**src/rtl/pwm_capture.sv**
```systemverilog
`timescale 1ns/1ps
// PWM capture: measures period (rise to rise) and high time (rise to fall) of pwm_i in clk_i cycles.
// Optional glitch filter on the synchronized input: define PWM_CAPTURE_GLITCH_FILTER_EN.
module pwm_capture #(
  parameter int Resolution = 16,
  parameter int FilterLen  = 3
) (
  input  logic                  clk_i,
  input  logic                  rst_i,
  input  logic                  enable_i,
  input  logic                  pwm_i,
  input  logic [Resolution-1:0] timeout_i,
  output logic [Resolution-1:0] period_o,
  output logic [Resolution-1:0] high_o,
  output logic                  valid_o,
  output logic                  change_o,
  output logic                  stuck_o,
  output logic                  level_o
);

  localparam logic [1:0] IDLE = 2'd0;
  localparam logic [1:0] HIGH = 2'd1;
  localparam logic [1:0] LOW  = 2'd2;
  localparam logic [Resolution-1:0] CNT_MAX = '1;
  localparam logic [Resolution-1:0] CNT_ONE = Resolution'(1);

  if (FilterLen < 2 || FilterLen > 15) begin : g_filterlen_check
    $error("pwm_capture: FilterLen must be in 2..15");
  end

  logic                  meta_p0, s_p1, lvl, lvl_d_p2;
  logic                  rise, fall;
  logic [1:0]            state;
  logic [Resolution-1:0] cnt, cnt_inc, hi_cap;
  logic                  first_meas, timeout_hit;

  // Stage p0/p1: two-flop synchronizer
  always_ff @(posedge clk_i) begin
    if (rst_i) begin
      meta_p0 <= 1'b0;
      s_p1    <= 1'b0;
    end else begin
      meta_p0 <= pwm_i;
      s_p1    <= meta_p0;
    end
  end

`ifdef PWM_CAPTURE_GLITCH_FILTER_EN
  localparam logic [3:0] FLT_LAST = 4'(FilterLen - 1);
  logic [3:0] flt_cnt;
  logic       flt_lvl;

  // Level follows s_p1 only once it has disagreed for FilterLen consecutive cycles.
  always_ff @(posedge clk_i) begin
    if (rst_i) begin
      flt_cnt <= 4'd0;
      flt_lvl <= 1'b0;
    end else if (s_p1 != flt_lvl) begin
      if (flt_cnt == FLT_LAST) begin
        flt_lvl <= s_p1;
        flt_cnt <= 4'd0;
      end else begin
        flt_cnt <= flt_cnt + 4'd1;
      end
    end else begin
      flt_cnt <= 4'd0;
    end
  end

  assign lvl = flt_lvl;
`else
  assign lvl = s_p1;
`endif

  // Stage p2: edge detector
  always_ff @(posedge clk_i) begin
    if (rst_i) lvl_d_p2 <= 1'b0;
    else       lvl_d_p2 <= lvl;
  end

  assign rise        = lvl & ~lvl_d_p2;
  assign fall        = ~lvl & lvl_d_p2;
  assign cnt_inc     = (cnt == CNT_MAX) ? cnt : cnt + CNT_ONE;
  assign timeout_hit = ((timeout_i != '0) && (cnt == timeout_i)) || (cnt == CNT_MAX);

  always_ff @(posedge clk_i) begin
    if (rst_i) begin
      state      <= IDLE;
      cnt        <= '0;
      hi_cap     <= '0;
      period_o   <= '0;
      high_o     <= '0;
      valid_o    <= 1'b0;
      change_o   <= 1'b0;
      stuck_o    <= 1'b0;
      level_o    <= 1'b0;
      first_meas <= 1'b0;
    end else begin
      valid_o  <= 1'b0;
      change_o <= 1'b0;
      if (!enable_i) begin
        state <= IDLE;
        cnt   <= '0;
      end else begin
        level_o <= lvl;
        case (state)
          IDLE: begin
            if (rise) begin
              state      <= HIGH;
              cnt        <= CNT_ONE;
              stuck_o    <= 1'b0;
              first_meas <= 1'b1;
            end else begin
              cnt <= '0;
            end
          end
          HIGH, LOW: begin
            // An edge always beats a coincident timeout.
            if (rise && state == LOW) begin
              period_o   <= cnt;
              high_o     <= hi_cap;
              valid_o    <= 1'b1;
              change_o   <= first_meas || (cnt != period_o) || (hi_cap != high_o);
              first_meas <= 1'b0;
              cnt        <= CNT_ONE;
              state      <= HIGH;
            end else if (fall && state == HIGH) begin
              hi_cap <= cnt;
              cnt    <= cnt_inc;
              state  <= LOW;
            end else if (timeout_hit) begin
              stuck_o  <= 1'b1;
              period_o <= '0;
              high_o   <= '0;
              cnt      <= '0;
              state    <= IDLE;
            end else begin
              cnt <= cnt_inc;
            end
          end
          default: begin
            state <= IDLE;
            cnt   <= '0;
          end
        endcase
      end
    end
  end

endmodule

```
**config.mk**
```make
export PLATFORM = sky130hd
export DESIGN_NAME = pwm_capture
export DESIGN_NICKNAME = d
export VERILOG_FILES = /design/src/rtl/pwm_capture.sv
export SDC_FILE = /design/constraint.sdc
export NUM_CORES = 1
export LEC_CHECK = 0
export BUFFER_PORTS_ARGS = -buffer_cell sky130_fd_sc_hd__buf_2
export CAP_MARGIN = 10
export CORE_MARGIN = 2
export CORE_UTILIZATION = 54
export DETAILED_ROUTE_END_ITERATION = 6
export PLACE_DENSITY = 0.8
export SETUP_SLACK_MARGIN = 0.2
export SLEW_MARGIN = 20
export SYNTH_ARGS = -nofsm -noshare
export SYNTH_HDL_FRONTEND = slang
export SYNTH_SLANG_ARGS = --single-unit
```
**constraint.sdc**
```tcl
create_clock -name clk_i -period 2.6 [get_ports clk_i]
set_clock_uncertainty 0.15 [all_clocks]
set_input_delay 0 -clock clk_i [delete_from_list [all_inputs] [get_ports clk_i]]
set_output_delay 0 -clock clk_i [all_outputs]
set_load 0.1 [all_outputs]
```
Word level (Yosys, flattened, before mapping). Index checks and enable logic that the tools add are counted.

Flip-flop bits (word level): 74. Bits of input ports: 20. Output and inout bits: 36.

$add $sub $neg: 1. Eq/ne operators: 13. Muxes and demuxes: 24. Bitwise gates (word level): 7. Reduce and logical (&&, ||, !) cells: 19.

Operator list (number): 16-bit 2-to-1 mux (8); 16-bit != test (2); 16-bit case mux with 2 select lines (1); 16-bit by 1-bit adder with 16-bit output, second input constant (1); 16-bit equality test (1); 16-bit equality test, second input constant (1); 16-bit nonzero test (1); 2-bit != test, second input constant (6); 4-bit AND reduction (3); 1-bit 2-to-1 mux (8); 2-bit 2-to-1 mux (4); 6-bit AND reduction (1); 1-bit NOT (5); 4-bit != test, second input constant (1); 1-bit case mux with 2 select lines (2); 2-bit case mux with 2 select lines (1); 2-bit nonzero test (2); 2-bit OR reduction (2); 4-bit OR reduction (1); 1-bit logical AND (3); 1-bit logical OR (3); 3-bit OR reduction (1); 1-bit AND (2); 2-bit by 1-bit equality test with 1-bit output, second input constant (1); 3 further kinds (3).

Longest topological paths before layout.
Depth in word-level cells: 7. Depth in mapped cells: 9.

Least setup slack after synthesis. OpenSTA, ideal clock, no wires.

Kind: reg2reg. From: reg state[0]. To: reg high_o[10]. Library setup time: 0.063 ns. Arrival: 1.928 ns. Required time: 2.387 ns. Path slack: 0.460 ns. Cell stages (with the launch flop): 8. Path through: dfxtp_1 > inv_1 > ha_1 > buf_2 > nand2_1 > nor3_1 > dlygate4sd1_1 > a22o_1.

Longest elaborated chain between the ends: 4.

Ends and longest elaborated chain: start, declared (RTL line 33) `logic [1:0] state;`; start signal, assigned (RTL line 88) `state <= IDLE;`; start signal, assigned (RTL line 102) `state <= IDLE;`; start signal, assigned (RTL line 109) `state <= HIGH;`; 2-bit equality test / 2-bit by 1-bit equality test with 1-bit output (equally long branches) (RTL line 106, 119, 127); 1-bit logical AND, on equally long branches (RTL line 119, 127); 2-bit != test (no source line) / 2-bit nonzero test (equally long branches); 4-bit AND reduction (no source line); end signal, assigned (RTL line 121) `high_o <= hi_cap;`; end, declared (RTL line 14) `output logic [Resolution-1:0] high_o,`.

Parallel ways exist; a longest one is shown, timed or not. A chain may end at the register's enable or synchronous reset.

Final worst setup path.
From: reg cnt[14]. To: reg high_o[4].

Longest elaborated chain between the ends: 5.

Ends and longest elaborated chain: start, declared (RTL line 34) `logic [Resolution-1:0] cnt, cnt_inc, hi_cap;`; start signal, assigned (RTL line 129) `cnt <= cnt_inc;`; start signal, assigned (RTL line 138) `cnt <= cnt_inc;`; 16-bit equality test (RTL line 84) `assign timeout_hit = ((timeout_i != '0) && (cnt == timeout_i)) || (cnt == CNT_MAX);`; 1-bit logical AND (RTL line 84); 1-bit logical OR (*) (RTL line 84); 2-bit nonzero test (no source line) (*); 4-bit AND reduction (no source line) (*).

Every way passes the cells marked *; elsewhere a longest branch is shown, timed or not.

==> results_dict.tcl <==
set metrics [dict create \
    hold_violations 0 \
    vias 3010 \
    syn_area_per_cell_um2 9.386 \
    final_util 0.6453 \
    die_area_um2 7217 \
    fp.coreArea_um2 6350 \
    cts_tree "built" \
    hp-class "in -> reg" \
    drt-initial-drc-count 151 \
    area_delta_synth_final_pct 15.81 \
    period_share 0.8835 \
    synth.largest_area_cell "dfxtp_1" \
    syn-num-nets 402 \
    antenna_left 0 \
    grt_pass1_vias 2839 \
    post_drt_wl_per_cell_um 16.03 \
    whs_ns 0.1515 \
    synth-edff-count 0 \
    criticalPathCategory "reg -> reg" \
    clock.fmax_mhz 435.3 \
    yosys_warnings 0 \
    synth_top_area_frac 0.4187 \
    status "complete, no violations" \
    worst_ep_required_time_ns 2.69 \
    synthCells 377 \
    r2r_slack_ns 0.30 \
    drc 0 \
    portBuffers 55 \
    row_count 29 \
    fill_cells 527 \
    power_density_nw_per_um2 581.3 \
    cpPeakStageDelay_ns 0.54 \
    viasPerCell 5.845 \
    fin_crit_ns 2.297 \
    final_common_cell "dfxtp_1" \
    clkSlewWorstSetupHoldPaths_ns 0.08 \
    chipWidth_um 84.95 \
    startpoint "cnt[14]$_SDFF_PP0_" \
    netlist_top_cells_area "dfxtp_1 (42%), xor2_1 (9.2%), a22o_1 (7.9%)" \
    clock-sinks 74 \
    drive_gt1_frac 0.2260 \
    synth-seq-cells 74 \
    antenna_found_initial 0 \
    die_h_um 84.95 \
    crit_path_end_kind "register" \
    clk_latency_ns 0.35 \
    cts_buffer_depth 2 \
    start_util 0.5572 \
    arrival_ns 2.39 \
    drt_first_pass_iters 5 \
    pin_count 56 \
    worstPathMaxFanout 32 \
    place.gp.congestion 0.9541 \
    grt_overflow 0 \
    final-setup-viol-count 0 \
    path_cells "xor2_1, nor4_2, nand3_2, nor2_4, o41ai_4, buf_4, a22o_1" \
    post_cts_buffers 0 \
    slew_headroom 0.5620 \
    rsz0062_at_grt "false" \
    worst_pin_slew_ns 0.6552 \
    grt_start_max_net_pins 35 \
    diodes 0 \
    cpMaxStageDelayCell "dfxtp_1" \
    drv_cap 0 \
    cts_inserted_buffers 9 \
    async_flop_share 0 \
    postRouteWirelength_um 8253 \
    final_cell_mix "dfxtp_1 (74), buf_2 (55), nand2_1 (47), xor2_1 (37), a22o_1 (32)" \
    rr_endpoint "high_o[4]$_SDFFE_PP0P_" \
    h-tree-depth 3 \
    ys.flop_type "dfxtp_1" \
    drv_slew 0 \
    reg2regPathDepth 7 \
    cts_root_buffer "clkbuf_8" \
    tns_ns 0 \
    synth_cell_types 48 \
    place.detailed.hpwl_um 5862 \
    p_leak_nw 1.788 \
    ir_drop_v 0.0004790 \
    endpoint "high_o[4]$_SDFFE_PP0P_" \
    grt_pass1_wl_um 13810 \
    power_mw 2.382 \
    grt_usage 0.2402 \
    syn_area_um2 3538 \
    yosysSeqAreaShare 0.4187 \
    r2r_start "cnt[14]$_SDFF_PP0_" \
    nNetsFinal 458 \
    cp-start-kind "register" \
]
Yosys cell counts, drive strengths merged, types with 2 or more instances:
master and count:
nor4 13, a211o 2, a22o 32, o21ai 4, a21boi 2, buf 23
nand4 8, and3 6, nand3 13, a21oi 22, dfxtp 74, nor2 25
xnor2 20, xor2 37, and2 3, dlygate4sd1 2, mux2i 3, and4 3
nor3b 2, clkbuf 4, ha 5, nor2b 6, nand2 47, inv 4
nor3 5
logic make-up (layout without fill, tap and decap cells):
| logic type | after synthesis | after routing | synth area share |
|---|---|---|---|
| adders and majority gates | 5 | 5 | 0.01768 |
| and+or+nand+nor | 135 | 135 | 0.1941 |
| DFF | 74 | 74 | 0.4187 |
| buffers and inverters | 33 | 94 | 0.07072 |
| AOI/OAI and AO/OA | 70 | 70 | 0.1492 |
| xor gates and xnor gates | 57 | 57 | 0.1411 |
| muxes | 3 | 3 | 0.008487 |
stage by stage:
step	std cells	worst slack (ns)	cell area, um^2
after floorplan	377	0.4598	3538
after CTS	515	0.3020	4094
final	515	0.3029	4098
after detailed placement	494	0.3156	3785
after global placement	494	0.3669	3785
after global routing	515	0.2117	4098
timing repair:
item                                    in CTS  in global routing
gates resized for setup                      0                  2
hold buffers                                 5                  0
endpoints found under the hold margin       20                  0
endpoints found under the setup margin       0                 19
report_power, final:
part           internal (mW)  total (mW)  switching, mW
combinational         0.0371      0.0905         0.0533
clock                  0.697        1.15          0.452
sequential              1.14        1.14        0.00475
total                   1.87        2.38          0.511
how the worst min path moves through the flow:
| stage | from | endpoint | slack (ns) | cells after the start |
|---|---|---|---|---|
| after floorplan | pwm_i | meta_p0$_SDFF_PP0_ | -0.02 | 1 |
| after global placement | pwm_i | meta_p0$_SDFF_PP0_ | 0.06 | 2 |
| after detailed placement | pwm_i | meta_p0$_SDFF_PP0_ | 0.06 | 2 |
| after CTS | timeout_i[14] | cnt[14]$_SDFF_PP0_ | 0.14 | 6 |
| after global routing | timeout_i[14] | cnt[14]$_SDFF_PP0_ | 0.22 | 6 |
| final | timeout_i[14] | cnt[14]$_SDFF_PP0_ | 0.15 | 6 |
flip-flops by register name, summed over array words and instances (netlist names):
name and count:
state 2, hi_cap 16, valid_o 1, period_o 16, lvl 1, change_o 1
level_o 1, lvl_d_p2 1, cnt 16, first_meas 1, meta_p0 1, high_o 16
stuck_o 1
area by class of cell:
class                           count  area [um^2]  area share
Clock buffer                       11        151.4     0.03695
Clock inverter                      5        107.6     0.02626
Sequential cell                    74         1481      0.3615
Tap cell                           77        96.34     0.02351
Inverter                            4        15.01    0.003664
Timing Repair Buffer               74        430.4      0.1050
Multi-Input combinational cell    270         1815      0.4431
critical path: cells and delay by family, from the launching register on:
| family | cells | cell delay, ns |
|---|---|---|
| compound gates | 2 | 0.38 |
| xor+xnor | 1 | 0.15 |
| buf+inv | 1 | 0.26 |
| flops | 1 | 0.54 |
| simple gates | 3 | 0.71 |
metal layers:
layer	vias up	share of wire	track usage
li1	1430	-	-
met1	1455	0.44	0.3206
met2	110	0.48	0.3906
met3	15	0.057	0.03210
met4	0	0.024	0.1039
met5	-	0	0
Note: power is estimated with default switching activity, not from simulation.
